### config.mk
export PLATFORM = sky130hd
export DESIGN_NAME = xor_swap_engine
export DESIGN_NICKNAME = d
export VERILOG_FILES = /design/src/rtl/xor_swap_engine.sv
export SDC_FILE = /design/constraint.sdc
export NUM_CORES = 1
export LEC_CHECK = 0
export ABC_AREA = 1
export CORE_ASPECT_RATIO = 0.7
export CORE_MARGIN = 1.5
export CORE_UTILIZATION = 30
export DETAILED_ROUTE_END_ITERATION = 6
export PLACE_DENSITY = 0.48
export SYNTH_ARGS = -nofsm -noshare
export SYNTH_HDL_FRONTEND = slang
export SYNTH_SLANG_ARGS = --single-unit
### constraint.sdc
create_clock -name clk -period 2.1 [get_ports clk]
set_input_delay 0.42 -clock clk [delete_from_list [all_inputs] [get_ports clk]]
set_output_delay 0.42 -clock clk [all_outputs]
set_load 0.005 [all_outputs]
### src/rtl/xor_swap_engine.sv
// ============================================================================
//  Module   : xor_swap_engine
//  Purpose  : Handshaked operand exchange (unconditional or compare-exchange)
//             performed in place with a three-step XOR sequence.
//  Revision : 1.0
// ============================================================================
`default_nettype none

module xor_swap_engine #(
    parameter int WIDTH   = 13,
    parameter int COUNT_W = 8
) (
    input  logic               clk,
    input  logic               rst_n,
    input  logic               in_valid,
    output logic               in_ready,
    input  logic [WIDTH-1:0]   in_a,
    input  logic [WIDTH-1:0]   in_b,
    input  logic               in_mode,
    output logic               out_valid,
    input  logic               out_ready,
    output logic [WIDTH-1:0]   out_a,
    output logic [WIDTH-1:0]   out_b,
    output logic               out_swapped,
    output logic               busy,
    output logic [COUNT_W-1:0] swap_cnt
);

    localparam logic [2:0] S_IDLE = 3'd0;
    localparam logic [2:0] S_CMP  = 3'd1;
    localparam logic [2:0] S_X1   = 3'd2;
    localparam logic [2:0] S_X2   = 3'd3;
    localparam logic [2:0] S_X3   = 3'd4;
    localparam logic [2:0] S_DONE = 3'd5;

    localparam logic [COUNT_W-1:0] c_cnt_max = {COUNT_W{1'b1}};

    logic [2:0]         r_state;
    logic [2:0]         w_state_next;
    logic [WIDTH-1:0]   r_ra;
    logic [WIDTH-1:0]   r_rb;
    logic               r_mode;
    logic               r_swp;
    logic               w_swp;
    logic               w_accept;
    logic               w_done_hs;

    logic               r_in_ready;
    logic               r_out_valid;
    logic [WIDTH-1:0]   r_out_a;
    logic [WIDTH-1:0]   r_out_b;
    logic               r_out_swapped;
    logic               r_busy;
    logic [COUNT_W-1:0] r_swap_cnt;

    logic               w_in_ready_nxt;
    logic               w_out_valid_nxt;
    logic               w_busy_nxt;
    logic               w_load_out;
    logic [WIDTH-1:0]   w_out_a_nxt;
    logic [WIDTH-1:0]   w_out_b_nxt;
    logic               w_out_swapped_nxt;

    assign w_swp     = !r_mode || (r_ra > r_rb);
    assign w_accept  = (r_state == S_IDLE) && in_valid && r_in_ready;
    assign w_done_hs = (r_state == S_DONE) && r_out_valid && out_ready;

    // State register
    always_ff @(posedge clk) begin
        if (!rst_n) begin
            r_state <= S_IDLE;
        end else begin
            r_state <= w_state_next;
        end
    end

    // Next-state logic
    always_comb begin
        w_state_next = r_state;
        case (r_state)
            S_IDLE:  if (w_accept) w_state_next = S_CMP;
            S_CMP:   w_state_next = w_swp ? S_X1 : S_DONE;
            S_X1:    w_state_next = S_X2;
            S_X2:    w_state_next = S_X3;
            S_X3:    w_state_next = S_DONE;
            S_DONE:  if (w_done_hs) w_state_next = S_IDLE;
            default: w_state_next = S_IDLE;
        endcase
    end

    // Output logic: next values for the registered outputs.
    // The swap path publishes on the X3->DONE edge; the compare-only path
    // publishes its result one cycle after entering DONE.
    always_comb begin
        w_in_ready_nxt    = (w_state_next == S_IDLE);
        w_busy_nxt        = (w_state_next != S_IDLE);
        w_out_valid_nxt   = (w_state_next == S_DONE) &&
                            ((r_state == S_DONE) || (r_state == S_X3));
        w_load_out        = (w_state_next == S_DONE) && (r_state != S_DONE);
        w_out_a_nxt       = (r_state == S_X3) ? (r_ra ^ r_rb) : r_ra;
        w_out_b_nxt       = r_rb;
        w_out_swapped_nxt = (r_state == S_X3);
    end

    always_ff @(posedge clk) begin
        if (!rst_n) begin
            r_in_ready    <= 1'b1;
            r_busy        <= 1'b0;
            r_out_valid   <= 1'b0;
            r_out_a       <= '0;
            r_out_b       <= '0;
            r_out_swapped <= 1'b0;
            r_swap_cnt    <= '0;
        end else begin
            r_in_ready  <= w_in_ready_nxt;
            r_busy      <= w_busy_nxt;
            r_out_valid <= w_out_valid_nxt;
            if (w_load_out) begin
                r_out_a       <= w_out_a_nxt;
                r_out_b       <= w_out_b_nxt;
                r_out_swapped <= w_out_swapped_nxt;
            end
            if (w_done_hs && r_swp && (r_swap_cnt != c_cnt_max)) begin
                r_swap_cnt <= r_swap_cnt + 1'b1;
            end
        end
    end

    // Working registers: XOR exchange without a temporary
    always_ff @(posedge clk) begin
        if (!rst_n) begin
            r_ra   <= '0;
            r_rb   <= '0;
            r_mode <= 1'b0;
            r_swp  <= 1'b0;
        end else begin
            case (r_state)
                S_IDLE: if (w_accept) begin
                    r_ra   <= in_a;
                    r_rb   <= in_b;
                    r_mode <= in_mode;
                end
                S_CMP:   r_swp <= w_swp;
                S_X1:    r_ra  <= r_ra ^ r_rb;
                S_X2:    r_rb  <= r_ra ^ r_rb;
                S_X3:    r_ra  <= r_ra ^ r_rb;
                default: ;
            endcase
        end
    end

    assign in_ready    = r_in_ready;
    assign out_valid   = r_out_valid;
    assign out_a       = r_out_a;
    assign out_b       = r_out_b;
    assign out_swapped = r_out_swapped;
    assign busy        = r_busy;
    assign swap_cnt    = r_swap_cnt;

endmodule

`default_nettype wire

---- After elaboration in Yosys (flattened, before gate mapping) ----
Index checks and enable logic that the tools add are counted.
W data, S select, Z words.
storage, ports and cells
  register bits ........................... 69
  bits in latches ......................... 0
  bits in writable memories ............... 0
  memory bits (read-only) ................. 0
  bits of input ports ..................... 31
  output and inout bits ................... 38
  memories kept ........................... 0
operators by class
  add/sub/neg operators ................... 1
  $mul .................................... 0
  div/mod/pow operators ................... 0
  magnitude comparators ................... 1
  eq/ne operators ......................... 9
  shifts and indexed selects .............. 0
  mux-type cells .......................... 9
  bitwise logic cells ..................... 1
  reduce and logical (&&, ||, !) cells .... 20
operators by type and width
  cell                   number
  $pmux W13 S2           2
  $mux W13               3
  $pmux W3 S6            1
  $gt A13 B13 Y1         1
  $xor A13 B13 Y13       1
  $eq A3 B3 Y1 const B   3
  $mux W3                3
  $add A8 B1 Y8 const B  1
  $logic_and A1 B1 Y1    8
  $ne A8 B8 Y1 const B   1
  $eq A3 B2 Y1 const B   2
  $logic_not A3 Y1       2
  $reduce_and A2 Y1      3
  $reduce_bool A2 Y1     2
  $eq A3 B1 Y1 const B   1
  $ne A3 B3 Y1 const B   1
  $reduce_bool A3 Y1     1
  $logic_or A1 B1 Y1     2
  $ne A2 B2 Y1 const B   1
  $reduce_or A2 Y1       1
  $logic_not A1 Y1       1

---- Depth between registers and ports, before layout ----
  depth in word-level cells ............... 7
  depth in mapped cells ................... 16

---- Worst setup path before layout ----
OpenSTA, ideal clock, no wires.
  path type ............................... register to register
  start ................................... register r_rb[8]
  end ..................................... register r_out_a[6] (netlist: out_a[6])
  arrival time ............................ 1.752 ns
  data required time ...................... 1.987 ns
  path slack .............................. 0.236 ns
  stages on the path, launching flop included .. 15
  path through ............................ dfxtp_1 > inv_1 > ha_1 > nand2_1 > inv_1 > nand3_1 > nor2_1 > nand3_1 > nand2_1 > nand3_2 > o21ai_4 > nand2_4 > buf_4 > nor2_1 > nor2_1
between the ends
  cells in the longest elaborated chain, start to end .. 6
ends and longest elaborated chain
  what                    RTL line  RTL
  start, declared         41        logic [WIDTH-1:0] r_rb;
  start signal, assigned  140       r_rb <= in_b;
  start signal, assigned  145       S_X2: r_rb <= r_ra ^ r_rb;
  $gt A13 B13 Y1          64        assign w_swp = !r_mode || (r_ra > r_rb);
  $logic_or A1 B1 Y1      64
  $mux W3                 82        S_CMP: w_state_next = w_swp ? S_X1 : S_DONE;
  $pmux W3 S6             80        case (r_state)
  $eq A3 B3 Y1            99        w_load_out = (w_state_next == S_DONE) && (r_state != S_DONE);
  $logic_and A1 B1 Y1     99
  end signal, assigned    119       r_out_a <= w_out_a_nxt;
  end, declared           50        logic [WIDTH-1:0] r_out_a;
Every way passes these cells.
A chain may end at the register's enable or synchronous reset.

---- Final worst setup path ----
  start ................................... register r_rb[8]
  end ..................................... register r_out_a[9] (netlist: out_a[9])
Same word-level chain as after synthesis.

==> metrics.csv <==
stage;metric;value;unit
status;status;finished, final reports clean;
clock_network;cts_tree;done;
detailed_routing;first_iter_violations;196;
hold_path;hp-class;register to register;
worst_setup_path;critical_path.startpoint_type;register;
detailed_routing;drtAntennaViolNets;0;
placed_design;globalplace.congestion;0.847;
clock_network;path_clk_slew;0.06;ns
detailed_routing;wl;10.4;mm
power_and_ir_drop;internal_power;4.41;mW
job;max-cap-violations;0;
global_route;met2_usage;25.4;%
timing;drv_slew;0;
die;io_pins;69;
yosys;synthFlopType;dfxtp_1;
timing;finalCritPeriodShare;97.3;%
cells_and_area;antennaDiodeCount;0;
global_route;grt_util_all_layers;17.6;%
power_and_ir_drop;power;7.09;mW
cells_and_area;areaGrowthSynthToFinish;53.3;%
yosys;syn_nets;544;
clock_network;clockBufferDepth;2;
worst_setup_path;arrival;2.27;ns
power_and_ir_drop;power_density;1350;mW/mm^2
global_route;grtUsageMet1;25.8;%
yosys;syn_area_per_cell;6.88;um^2
yosys;ys_types;33;
yosys;synth-seq-area-share;40.2;%
worst_setup_path;critPathKind;register to register;
detailed_routing;wl_per_cell;13.8;um
clock_network;clock_latency;0.34;ns
timing;clock_skew;0.00669;ns
die;start_util;31.0;%
global_route;grt_pass1_wl;16.2;mm
detailed_routing;dr.pass1.iters;4;
global_route;busiest_layer;met1;
clock_network;htree_levels;3;
clock_network;cts_buffers;9;
yosys;ys_warn_count;0;
placed_design;port_buffers;68;
cells_and_area;final_design_area_no_fill;0.00527;mm^2
timing;rsz0062_at_grt;yes;
timing;fmax;0.490;GHz
timing;setup_viol;0;
die;die_x;131;um
power_and_ir_drop;p_seq_share;26.6;%
detailed_routing;via_count;3491;
global_route;grt_max_degree;49;
power_and_ir_drop;peakVddDrop;0.000559;V
detailed_routing;viasPerCell;4.62;
global_route;antenna_found_initial;0;
timing;tightest_slew;0.574;ns
timing;min_period;2.04;ns
power_and_ir_drop;p_leak;2.16;nW
yosys;synth_edf_count;0;
placed_design;dpl.hpwl;7.39;mm
worst_setup_path;cp.required;2.33;ns
worst_setup_path;worst-path-max-fanout;6;
cells_and_area;fin_nets;642;
power_and_ir_drop;p_switching;2.68;mW
die;coreArea;0.0111;mm^2
cells_and_area;drive_gt1_share;24.4;%
yosys;syn_area;0.00343;mm^2
die;fp.dieArea;0.0121;mm^2
clock_network;ctsRootBufferMaster;clkbuf_16;
worst_setup_path;end_kind;register;
yosys;synthArstFlopShare;0;%
global_route;overflow;0;
clock_network;hold_buffers;0;
power_and_ir_drop;power_switching_share;37.8;%
clock_network;clock_sinks;69;
detailed_routing;drc;0;
global_route;grt_pass1_vias;3195;
yosys;syn_inst;499;
timing;maxSlewHeadroom;61.5;%
power_and_ir_drop;combPwrFrac;48.2;%
die;die_h;92.5;um
yosys;synth-seq-cells;69;
global_route;met3_usage;4.10;%
placed_design;placed_area;0.00447;mm^2
die;rows;32;
power_and_ir_drop;pwr-share-clk;25.1;%
timing;final_hold_viol_count;0;
==> critical path: stages, from the launching register on <==
cell and delay (ns):
dfxtp_2 0.35, inv_4 0.05, ha_4 0.26, nand2_2 0.06, inv_2 0.05, nand2_2 0.05, nand2_2 0.05, a21oi_2 0.14
nand2_1 0.08, nand2_2 0.10, nand3_4 0.08, o21ai_4 0.12, nand2_4 0.18, clkbuf_16 0.20, nor2_1 0.10, nor2_1 0.06
==> power by group through the flow <==
| stage | clock network [mW] | registers (mW) | logic, mW |
|---|---|---|---|
| after detailed placement | 0 | 1.84 | 2.65 |
| final | 1.78 | 1.89 | 3.42 |
| after CTS | 1.82 | 1.83 | 2.71 |
| after floorplan | 0 | 1.82 | 1.60 |
| after global placement | 0 | 1.84 | 2.63 |
| after global routing | 1.87 | 1.93 | 3.81 |
==> layout make-up <==
type	count	area, um^2
Inverter	62	243
Sequential cell	69	1400
Fill cell	1111	5830
Tap cell	153	191
Multi-Input combinational cell	344	2020
Timing Repair Buffer	111	1060
Clock buffer	9	225
Clock inverter	7	123
==> metal layers <==
metal,vias up,part of all wire (%)
met4,0,1.1
met2,77,42
li1,1823,-
met3,12,3.8
met1,1579,53
met5,-,0
==> Yosys cell counts (2+ instances only) <==
| cell | count | share of area, % |
|---|---|---|
| clkbuf_1 | 19 | 2.1 |
| ha_1 | 14 | 5.1 |
| nor2_1 | 78 | 8.5 |
| dfxtp_1 | 69 | 40 |
| a211oi_1 | 4 | 0.87 |
| o21ai_0 | 29 | 4.2 |
| buf_2 | 2 | 0.29 |
| a21oi_1 | 28 | 4.1 |
| nor2_2 | 3 | 0.55 |
| o21ai_1 | 2 | 0.29 |
| a31oi_1 | 16 | 2.9 |
| nor3_1 | 3 | 0.44 |
| inv_2 | 3 | 0.33 |
| buf_6 | 2 | 0.66 |
| a311oi_1 | 8 | 2.0 |
| nand2_1 | 114 | 12 |
| inv_1 | 59 | 6.4 |
| nand4_1 | 3 | 0.55 |
| nand3_1 | 29 | 4.2 |
==> per-stage QoR <==
step	setup TNS (ns)	util [%]	worst slack [ns]	instances	hold WS [ns]
2_1_floorplan	0	-	0.236	499	0.444
3_3_place_gp	0	40.3	0.00299	729	0.450
3_5_place_dp	-0.0773	40.3	-0.0306	729	0.457
4_1_cts	0	43.7	0.00619	745	0.466
5_1_grt	-0.619	47.5	-0.0588	755	0.491
6_report	0	47.5	0.0575	755	0.463
==> cells in the final DEF, fill, tap and decap left out, types with 2 or more instances in the layout <==
cell,count
a211oi_1,4
nor2_2,8
nand3_4,2
a311oi_1,8
clkbuf_16,11
bufinv_16,3
nand2_4,5
o21ai_0,29
ha_4,12
nand2_2,17
o21ai_1,2
nor3_2,2
nor2_4,2
nand4_1,3
nand3_2,3
dfxtp_1,54
a21oi_1,24
clkdlybuf4s50_1,68
nor3_1,2
ha_1,2
buf_4,39
buf_12,2
inv_2,11
inv_4,4
dfxtp_2,15
nor2_1,71
a31oi_1,16
a21oi_2,4
clkinvlp_4,2
inv_1,47
nand3_1,25
nand2_1,94
==> registers in the layout, summed over array words and instances (netlist names) <==
register     count
out_a           13
out_b           13
r_ra            13
r_rb            13
swap_cnt         8
r_state          3
busy             1
in_ready         1
out_swapped      1
out_valid        1
r_mode           1
r_swp            1
==> worst paths after layout <==
check	slack, ns	to	cells past startpoint	startpoint
worst min register to register	0.46	r_rb[5]	2	r_rb[5]
worst max-delay path	0.06	out_a[9]	15	r_rb[8]
worst min-delay path	0.46	r_rb[5]	2	r_rb[5]
worst max register to register	0.06	out_a[9]	15	r_rb[8]
==> logic make-up after synthesis <==
logic type,synth area share [%]
flops,40.2
simple gates,28.4
xor+xnor,0.255
compound gates,16.0
buf+inv,10.0
fa+ha+maj,5.10
==> repair_timing <==
action                     in CTS  in global routing
setup endpoints to repair      27                 36
pin swaps                       1                 19
gates cloned                    0                  2
resized for setup               4                 84
setup buffers                   0                  8
No activity file was read; power rests on OpenSTA's default activity.
